--- src/rtl/max_pool_stream_if.sv ---
// max_pool_stream_if: valid/ready/data stream bundle.
// master drives valid+data, slave drives ready.
interface max_pool_stream_if #(
  parameter int DATA_W = 20
);
  logic              valid;
  logic              ready;
  logic [DATA_W-1:0] data;

  modport master (
    output valid,
    output data,
    input  ready
  );

  modport slave (
    input  valid,
    input  data,
    output ready
  );
endinterface

--- src/rtl/max_pool_stream.sv ---
// max_pool_stream: streaming 2x2 stride-2 max pooling.
// Define MAXPOOL_SIGNED_EN for signed compare (default unsigned).
module max_pool_stream #(
  parameter int DATA_W = 20,
  parameter int IMG_W  = 28,
  parameter int IMG_H  = 28
) (
  input  logic             clk,
  input  logic             rst,
  max_pool_stream_if.slave  in_s,
  max_pool_stream_if.master out_m,
  output logic             frame_done
);
  localparam int CW = (IMG_W > 2) ? $clog2(IMG_W) : 2;
  localparam int RW = $clog2(IMG_H);
  localparam int LD = IMG_W / 2;

  typedef logic [DATA_W-1:0] px_t;

  logic [CW-1:0] col_q, col_d;
  logic [RW-1:0] row_q, row_d;
  px_t           hold_q, hold_d;
  px_t           data_q, data_d;
  logic          valid_q, valid_d;
  logic          last_q, last_d;

  px_t           linebuf [LD];
  logic          lb_we;
  px_t           lb_wdata;
  px_t           lb_rdata;
  logic [CW-2:0] lb_idx;

  logic acc, load;
  logic col_odd, row_odd, col_end, row_end;

  function automatic px_t pmax(px_t a, px_t b);
`ifdef MAXPOOL_SIGNED_EN
    return ($signed(a) > $signed(b)) ? a : b;
`else
    return (a > b) ? a : b;
`endif
  endfunction

  assign in_s.ready = !valid_q || out_m.ready;
  assign acc        = in_s.valid && in_s.ready;
  assign col_odd    = col_q[0];
  assign row_odd    = row_q[0];
  assign col_end    = col_q == CW'(IMG_W - 1);
  assign row_end    = row_q == RW'(IMG_H - 1);
  assign lb_idx     = col_q[CW-1:1];
  assign lb_rdata   = linebuf[lb_idx];

  assign out_m.valid = valid_q;
  assign out_m.data  = data_q;
  assign frame_done  = valid_q && out_m.ready && last_q;

  // Position counters, even-row pair max and odd-row window assembly.
  always_comb begin
    col_d    = col_q;
    row_d    = row_q;
    hold_d   = hold_q;
    lb_we    = 1'b0;
    lb_wdata = pmax(hold_q, in_s.data);
    load     = 1'b0;
    if (acc) begin
      col_d = col_end ? '0 : col_q + 1'b1;
      if (col_end) begin
        row_d = row_end ? '0 : row_q + 1'b1;
      end
      unique case ({row_odd, col_odd})
        2'b00:   hold_d = in_s.data;
        2'b01:   lb_we  = 1'b1;
        2'b10:   hold_d = pmax(lb_rdata, in_s.data);
        default: load   = 1'b1;
      endcase
    end
  end

  // Output register: load wins over drain in the same cycle.
  always_comb begin
    data_d  = data_q;
    valid_d = valid_q;
    last_d  = last_q;
    if (load) begin
      data_d  = pmax(hold_q, in_s.data);
      valid_d = 1'b1;
      last_d  = row_end && col_end;
    end else if (valid_q && out_m.ready) begin
      valid_d = 1'b0;
      last_d  = 1'b0;
    end
  end

  // State registers with synchronous reset.
  always_ff @(posedge clk) begin
    if (rst) begin
      col_q   <= '0;
      row_q   <= '0;
      hold_q  <= '0;
      data_q  <= '0;
      valid_q <= 1'b0;
      last_q  <= 1'b0;
    end else begin
      col_q   <= col_d;
      row_q   <= row_d;
      hold_q  <= hold_d;
      data_q  <= data_d;
      valid_q <= valid_d;
      last_q  <= last_d;
    end
  end

  // Line buffer write; never read before an even row rewrites it.
  always_ff @(posedge clk) begin
    if (lb_we) begin
      linebuf[lb_idx] <= lb_wdata;
    end
  end
endmodule

--- src/flat_wrapper.sv ---
// flat-port wrapper written by rule: the top's interface ports become plain ports
module max_pool_stream_flat 
#(
  parameter int DATA_W = 20,
  parameter int IMG_W  = 28,
  parameter int IMG_H  = 28
)
  (clk, rst, frame_done, in_s_valid, in_s_data, in_s_ready, out_m_valid, out_m_data, out_m_ready);
  max_pool_stream_if #(.DATA_W(DATA_W)) in_s_i ();
  max_pool_stream_if #(.DATA_W(DATA_W)) out_m_i ();
  input  logic clk;
  input  logic rst;
  output logic frame_done;
  input wire logic [$bits(in_s_i.valid)-1:0] in_s_valid;
  input wire logic [$bits(in_s_i.data)-1:0] in_s_data;
  output wire logic [$bits(in_s_i.ready)-1:0] in_s_ready;
  output wire logic [$bits(out_m_i.valid)-1:0] out_m_valid;
  output wire logic [$bits(out_m_i.data)-1:0] out_m_data;
  input wire logic [$bits(out_m_i.ready)-1:0] out_m_ready;
  assign in_s_i.valid = in_s_valid;
  assign in_s_i.data = in_s_data;
  assign in_s_ready = in_s_i.ready;
  assign out_m_valid = out_m_i.valid;
  assign out_m_data = out_m_i.data;
  assign out_m_i.ready = out_m_ready;
  max_pool_stream #(.DATA_W(DATA_W), .IMG_W(IMG_W), .IMG_H(IMG_H)) u_core (.clk(clk), .rst(rst), .in_s(in_s_i), .out_m(out_m_i), .frame_done(frame_done));
endmodule
--- config.mk ---
export PLATFORM = sky130hd
export DESIGN_NAME = max_pool_stream_flat
export DESIGN_NICKNAME = d
export VERILOG_FILES = /design/src/rtl/max_pool_stream_if.sv /design/src/rtl/max_pool_stream.sv /design/src/flat_wrapper.sv
export SDC_FILE = /design/constraint.sdc
export NUM_CORES = 1
export LEC_CHECK = 0
export CAP_MARGIN = 20
export CORE_MARGIN = 1
export CORE_UTILIZATION = 52
export CTS_BUF_LIST = sky130_fd_sc_hd__clkbuf_4 sky130_fd_sc_hd__clkbuf_8
export DETAILED_ROUTE_END_ITERATION = 16
export HOLD_SLACK_MARGIN = 0.06
export PLACE_DENSITY_LB_ADDON = 0.3
export SYNTH_ARGS = -nofsm -noshare
export SYNTH_HDL_FRONTEND = slang
export SYNTH_SLANG_ARGS = --single-unit
export TNS_END_PERCENT = 50
--- constraint.sdc ---
create_clock -name clk -period 4 [get_ports clk]
set_input_delay 1.2 -clock clk [delete_from_list [all_inputs] [get_ports clk]]
set_output_delay 1.2 -clock clk [all_outputs]
set_load 0.005 [all_outputs]
==> results.md, run 1 <==
- Die Ht: 168.7 µm
- DP Worst Slack: -0.2449 ns
- Cell variety after synth: 45
- Min Clock Period, post-route: 3.673 ns
- Worst Reg-to-Reg Cells: 13
- DRT iter0 DRCs: 799
- # DRC: 0
- Synthesized flop and latch total: 336
- Area Overhead vs Synth: 17.74%
- Count of pins over their slew limit: 0
- Leak pwr: 0.005681 µW
- Port bufs: 46
- Mapped Cells: 918
- Slew HR: 0.6294
- Vias in the first global route: 8,421
- HP Class: register to register
- Pre-Repair DR Iteration Count: 5
- Max Cap Viol: 0
- IO Pins: 47
- Total grt overflow: 0
- Most frequent cells in the layout: edfxtp_1, mux4_2, nor2_1, buf_4
- FILL cells: 1,893
- Worst setup margin: 0.3272 ns
- Synth area leader: edfxtp_1
- Clock latency on the worst-skew pair: 0.57 ns
- CTS root buf: clkbuf_8
- Synth top area cells: edfxtp_1, mux4_2, dfxtp_1
- Final period utilization: 0.9182
- Clk sinks: 336
- Pwr Density: 441.9 mW/mm²
- GPL Wtd Cong: 0.8982
- R2R Setup Slk: 0.35 ns
- Worst setup SP type: input pin
- Core footprint: 0.02710 mm²
- Post-CTS Resized: 0
- FF-to-FF End: u_core.hold_q[12]
- DR WL/cell: 23.02 µm
- Hold Startpoint: u_core.last_q
- Routed via count: 8,636
- Detailed Place HPWL: 20.48 mm
- First-pass GRT wire length: 50.17 mm
- Antenna violations before repair: 0
- Hold-critical path endpoint: u_core.last_q
- Initial Util: 0.5332
- Share of flip-flops with an asynchronous set or reset: 0
- Layout cell share with drive strength beyond 1: 0.2521
- DR vias/cell: 5.968
- GRT Util Overall: 0.2395
- ANT cells: 0
- Largest net degree at the start of global routing: 41
- # hold bufs at CTS: 0
- DIE WIDTH: 168.7 µm
- Setup Viol. Count Final: 0
- Most used DFF post-synth: edfxtp_1
- Avg Inst Size Synth: 15.74 µm²
- Post-synth top area share: 0.5818
- Critical Path Sink Type: register
- Syn nets: 984
- Sequential fraction of the synthesis area: 0.6594
- Worst-margin pin slew: 0.5558 ns
- Type of the worst setup path: input pin to register
- Die area: 0.02846 mm²
- Clk_skew: 0.01472 ns
- WP data required: 4.27 ns
- Post-CTS Setup Bufs: 0
- CTS buffer count: 51
- Worst vdd ir: 241.3 µV
- Final ANT Viol Nets: 0
- Crit path arrival time: 3.95 ns
- Hold depth: 2
- RSZ-0062 raised after global routing: false
- CTS Buffer Depth: 3
- CTS clk-pin slew, worst paths: 0.06 ns
- Num rows: 60
- Post-Route Utilization: 0.6278
- Worst-path fanout max: 20
- Worst hold slack: 0.5150 ns
- Syn. warnings: 0
- Fin. Hold Viols: 0
- # H-tree levels: 2
- Max Fclk: 272.3 MHz
- Status: completed
- Mapped Area: 0.01445 mm²
- Nets: 1,099
- EDFF count, synth: 280
- CTS tree: yes
- WL final: 33.31 mm
- Commonest non-fill, non-tap cell in the layout: edfxtp_1
==> registers in the layout, summed over array words and instances, names as in the netlist, named ones only <==
signal              cells
u_core.linebuf        280
u_core.col_q            5
u_core.out_m.valid      1
u_core.row_q            5
u_core.out_m.data      20
u_core.hold_q          20
u_core.last_q           1
==> power breakdown <==
group	internal, µW	switching [µW]
clock network	1560	1320
registers	3920	57.1
logic	290	380
total	5760	1750
==> cells in the mapped netlist, types with 23 or more instances <==
cell / number
a21oi_1: 38
clkbuf_1: 34
dfxtp_1: 56
edfxtp_1: 280
ha_1: 42
inv_1: 24
mux2_2: 39
mux2i_1: 23
mux4_2: 60
nand2_1: 43
nand3_1: 29
nor2_1: 64
==> metrics by stage <==
stage / instance area, µm² / TNS [ns] / std cells / power [µW]
2_1_floorplan: 14460 / 0 / 918 / 4456
3_3_place_gp: 15970 / -62.26 / 1352 / 4692
3_5_place_dp: 15970 / -64.82 / 1352 / 4709
4_1_cts: 17020 / 0 / 1447 / 7557
5_1_grt: 17020 / 0 / 1447 / 7765
6_report: 17020 / 0 / 1447 / 7519
==> worst max path at each step <==
stage,from,endpoint,cells past startpoint
6_report,in_s_data[5],u_core.linebuf[2][17],10
5_1_grt,register,u_core.hold_q[12],13
3_5_place_dp,in_s_data[5],u_core.linebuf[6][3],10
3_3_place_gp,in_s_data[5],u_core.linebuf[4][3],10
2_1_floorplan,out_m_ready,u_core.linebuf[4][0],7
4_1_cts,register,u_core.hold_q[12],13
==> area by class of cell <==
type | count | area, µm² | area share
Clock buffer | 58 | 767.0 | 0.04508
Clock inverter | 37 | 282.8 | 0.01662
Inverter | 24 | 90.09 | 0.005294
Multi-Input combinational cell | 500 | 4608 | 0.2708
Sequential cell | 336 | 9535 | 0.5604
Tap cell | 372 | 465.4 | 0.02735
Timing Repair Buffer | 120 | 1266 | 0.07442
==> kinds of logic (layout without fill, tap and decap cells) <==
logic type               Yosys count  after routing  synth area share
flip-flops                       336            336            0.6594
AND/OR/NAND/NOR                  196            196           0.06511
AO/OA/AOI/OAI                    135            135           0.07065
multiplexers                     122            122            0.1398
buffers and inverters             82            239           0.02563
adder cells (fa/ha/maj)           42             42           0.03636
XOR/XNOR                           5              5          0.003031
==> critical path: stages <==
cell and delay [ns]:
clkdlybuf4s50_1 0.50, inv_1 0.08, ha_1 0.31, a21oi_1 0.16
o21ai_1 0.11, a221o_1 0.35, a2111o_1 0.42, nand2_1 0.12
buf_12 0.22, mux2_2 0.48
==> per-layer routing <==
layer,global-route usage,vias up,wire [µm]
met3,0.03811,73,2444
met5,0,-,0
met4,0.07510,0,889
met1,0.3340,4334,14220
li1,-,3874,-
met2,0.3890,355,15760
No activity file was read; power rests on OpenSTA's default activity.
==> run 2, diff against run 1 <==
--- a/config.mk
+++ b/config.mk
@@ -5,11 +5,12 @@
 export SDC_FILE = /design/constraint.sdc
 export NUM_CORES = 1
 export LEC_CHECK = 0
-export CAP_MARGIN = 20
+export CAP_MARGIN = 10
 export CORE_MARGIN = 1
 export CORE_UTILIZATION = 52
 export CTS_BUF_LIST = sky130_fd_sc_hd__clkbuf_4 sky130_fd_sc_hd__clkbuf_8
 export DETAILED_ROUTE_END_ITERATION = 16
+export GPL_ROUTABILITY_DRIVEN = 0
 export HOLD_SLACK_MARGIN = 0.06
 export PLACE_DENSITY_LB_ADDON = 0.3
 export SYNTH_ARGS = -nofsm -noshare
==> results of run 2 <==
The final DEF is identical to that of run 1; final timing and power are the same.
==> run 3, diff against run 2 <==
--- a/config.mk
+++ b/config.mk
@@ -13,6 +13,7 @@
 export GPL_ROUTABILITY_DRIVEN = 0
 export HOLD_SLACK_MARGIN = 0.06
 export PLACE_DENSITY_LB_ADDON = 0.3
+export REMOVE_ABC_BUFFERS = 1
 export SYNTH_ARGS = -nofsm -noshare
 export SYNTH_HDL_FRONTEND = slang
 export SYNTH_SLANG_ARGS = --single-unit
==> results.md, run 3 (synthesis results as in run 1) <==
- Pre-Repair DR Iteration Count: 5 (unchanged)
- R2R Setup Slk: 0.29 ns (-0.06 ns)
- Critical Path Sink Type: register
- Buf/Inv on CP: 3 (unchanged)
- ANT cells: 0 (unchanged)
- Reg with most FFs: u_core.linebuf
- First-pass GRT wire length: 52.71 mm (+5.1%)
- DP Worst Slack: -0.2525 ns (-0.007657 ns)
- Max Cap Viol: 0 (unchanged)
- Area Overhead vs Synth: 17.64% (about the same)
- Post-Route Utilization: 0.6273 (about the same)
- Antenna violations before repair: 0 (unchanged)
- DIE WIDTH: 168.7 µm (unchanged)
- Die Ht: 168.7 µm (unchanged)
- RSZ-0062 raised after global routing: false
- WP data required: 4.27 ns (about the same)
- Clock latency on the worst-skew pair: 0.57 ns (about the same)
- Initial Util: 0.5332 (unchanged)
- Final Instance Count excl. Fillers: 1,448 (+0.069%)
- Fraction of power consumed by sequential logic: 0.520 (-0.009)
- Final Cell Area: 0.01700 mm² (about the same)
- CTS tree: yes
- Type of the worst setup path: input pin to register
- Crit path max-delay cell type: clkdlybuf4s50_1
- Status: completed
- Placed cells: 1,351 (-0.074%)
- Clk_skew: 0.01513 ns (+0.0004134 ns)
- Total grt overflow: 0 (unchanged)
- Port bufs: 46 (unchanged)
- Vias in the first global route: 8,706 (+3.4%)
- Nets: 1,100 (+0.091%)
- Num rows: 60 (unchanged)
- CTS root buf: clkbuf_8
- Pwr Density: 448.2 mW/mm² (+1.4%)
- Setup Viol. Count Final: 0 (unchanged)
- Critical path cell sequence: clkdlybuf4s50_1 -> inv_1 -> ha_1 -> a21oi_1 -> o21ai_1 -> a221o_1 -> a2111o_1 -> nand2_1 -> buf_4 -> mux2_2
- Core footprint: 0.02710 mm² (unchanged)
- # DRC: 0 (unchanged)
- Combinational Power Share: 0.086 (-0.003)
- Slowest stage delay, CP: 0.54 ns (+0.04 ns)
- Max Fclk: 269.6 MHz (-1.0%)
- Psw: 1705 µW (-2.8%)
- Fin. Hold Viols: 0 (unchanged)
- WL final: 35.16 mm (+5.6%)
- Final period utilization: 0.9275 (+0.009274)
- Final total power: 7620 µW (+1.3%)
- Layout cell share with drive strength beyond 1: 0.2630 (+0.01092)
- Commonest non-fill, non-tap cell in the layout: edfxtp_1
- DRT iter0 DRCs: 864 (+8.1%)
- CTS Buffer Depth: 3 (unchanged)
- Post-CTS Setup Bufs: 0 (unchanged)
- Detailed Place HPWL: 21.04 mm (+2.7%)
- Placed Area: 0.01588 mm² (-0.54%)
- Worst-path fanout max: 14 (-30%)
- Switching portion of total power: 0.2237 (-0.009567)
- Count of pins over their slew limit: 0 (unchanged)
- Largest net degree at the start of global routing: 43 (+4.9%)
- CTS buffer count: 53 (+3.9%)
- Crit path arrival time: 3.98 ns (+0.03 ns)
- IO Pins: 47 (unchanged)
- Largest register FFs: 280 (unchanged)
- Leak pwr: 0.005689 µW (+0.15%)
- Slew HR: 0.5224 (-0.1071)
- Worst-margin pin slew: 0.7164 ns (+0.1606 ns)
- HP Class: register to register
- Min Clock Period, post-route: 3.710 ns (+0.03710 ns)
- Die area: 0.02846 mm² (unchanged)
- Worst setup margin: 0.2901 ns (-0.03710 ns)
- Clk sinks: 336 (unchanged)
- Final ANT Viol Nets: 0 (unchanged)
- Post-CTS Resized: 0 (unchanged)
- Worst setup SP type: input pin
- CTS clk-pin slew, worst paths: 0.06 ns (about the same)
- DR WL/cell: 24.28 µm (+5.5%)
- Worst vdd ir: 236.4 µV (-2.0%)
- # hold bufs at CTS: 0 (unchanged)
- Crit-path leading delay family: compound AO/OA/AOI/OAI gates
- GRT Util Overall: 0.2536 (+0.01408)
- Clock Power Share: 0.394 (+0.012)
- Routed via count: 8,751 (+1.3%)
- Internal power: 5915 µW (+2.6%)
- DR vias/cell: 6.044 (+1.3%)
- Most frequent cells in the layout: edfxtp_1, mux4_2, clkbuf_8
- # H-tree levels: 2 (unchanged)
[run 3: layout make-up]
class	count	area, µm²
fill	1951	10100
sequential	336	9535
multi-input combinational	500	4611
timing repair buffer	119	1184
clock buffer	84	1006
tap	372	465.4
clock inverter	13	108.9
inverter	24	90.09
[run 3: routing by layer]
metal | track usage | routed length [µm]
met1 | 0.3529 | 14860
met2 | 0.4138 | 16930
met3 | 0.04045 | 2578
met4 | 0.07708 | 789
met5 | 0 | 0
[run 3: worst paths after layout]
kind | cells after the start | start | to
worst max-delay path | 10 | in_s_data[5] | u_core.linebuf[7][8]
worst min-delay path | 2 | u_core.last_q | u_core.last_q
worst max register to register | 13 | register | u_core.hold_q[8]
worst min register to register | 2 | u_core.last_q | u_core.last_q
[run 3: stage by stage]
stage	TNS [ns]	hold WS (ns)
2_1_floorplan	-43.34	0.4563
3_3_place_gp	-63.00	0.4794
3_5_place_dp	-63.62	0.5101
4_1_cts	0	0.5238
5_1_grt	0	0.5605
6_report	0	0.5215
[run 3: power by group through the flow]
stage	clock network [µW]	registers, µW	logic, µW
final	3000	3960	658
after global routing	3200	3960	719
after CTS	3040	3960	657
after detailed placement	0	4030	652
after global placement	0	4030	635
after floorplan	0	4040	400
[run 3: worst reg2reg max path: stages (launching register included)]
cell,delay (ns)
dfxtp_4,0.38
buf_12,0.27
mux4_2,0.61
and2_1,0.18
a211oi_1,0.30
a21oi_1,0.11
ha_1,0.31
nand4_1,0.20
nor4bb_2,0.42
nand2_1,0.17
and4b_1,0.27
buf_12,0.17
nand3_1,0.10
o211ai_1,0.09
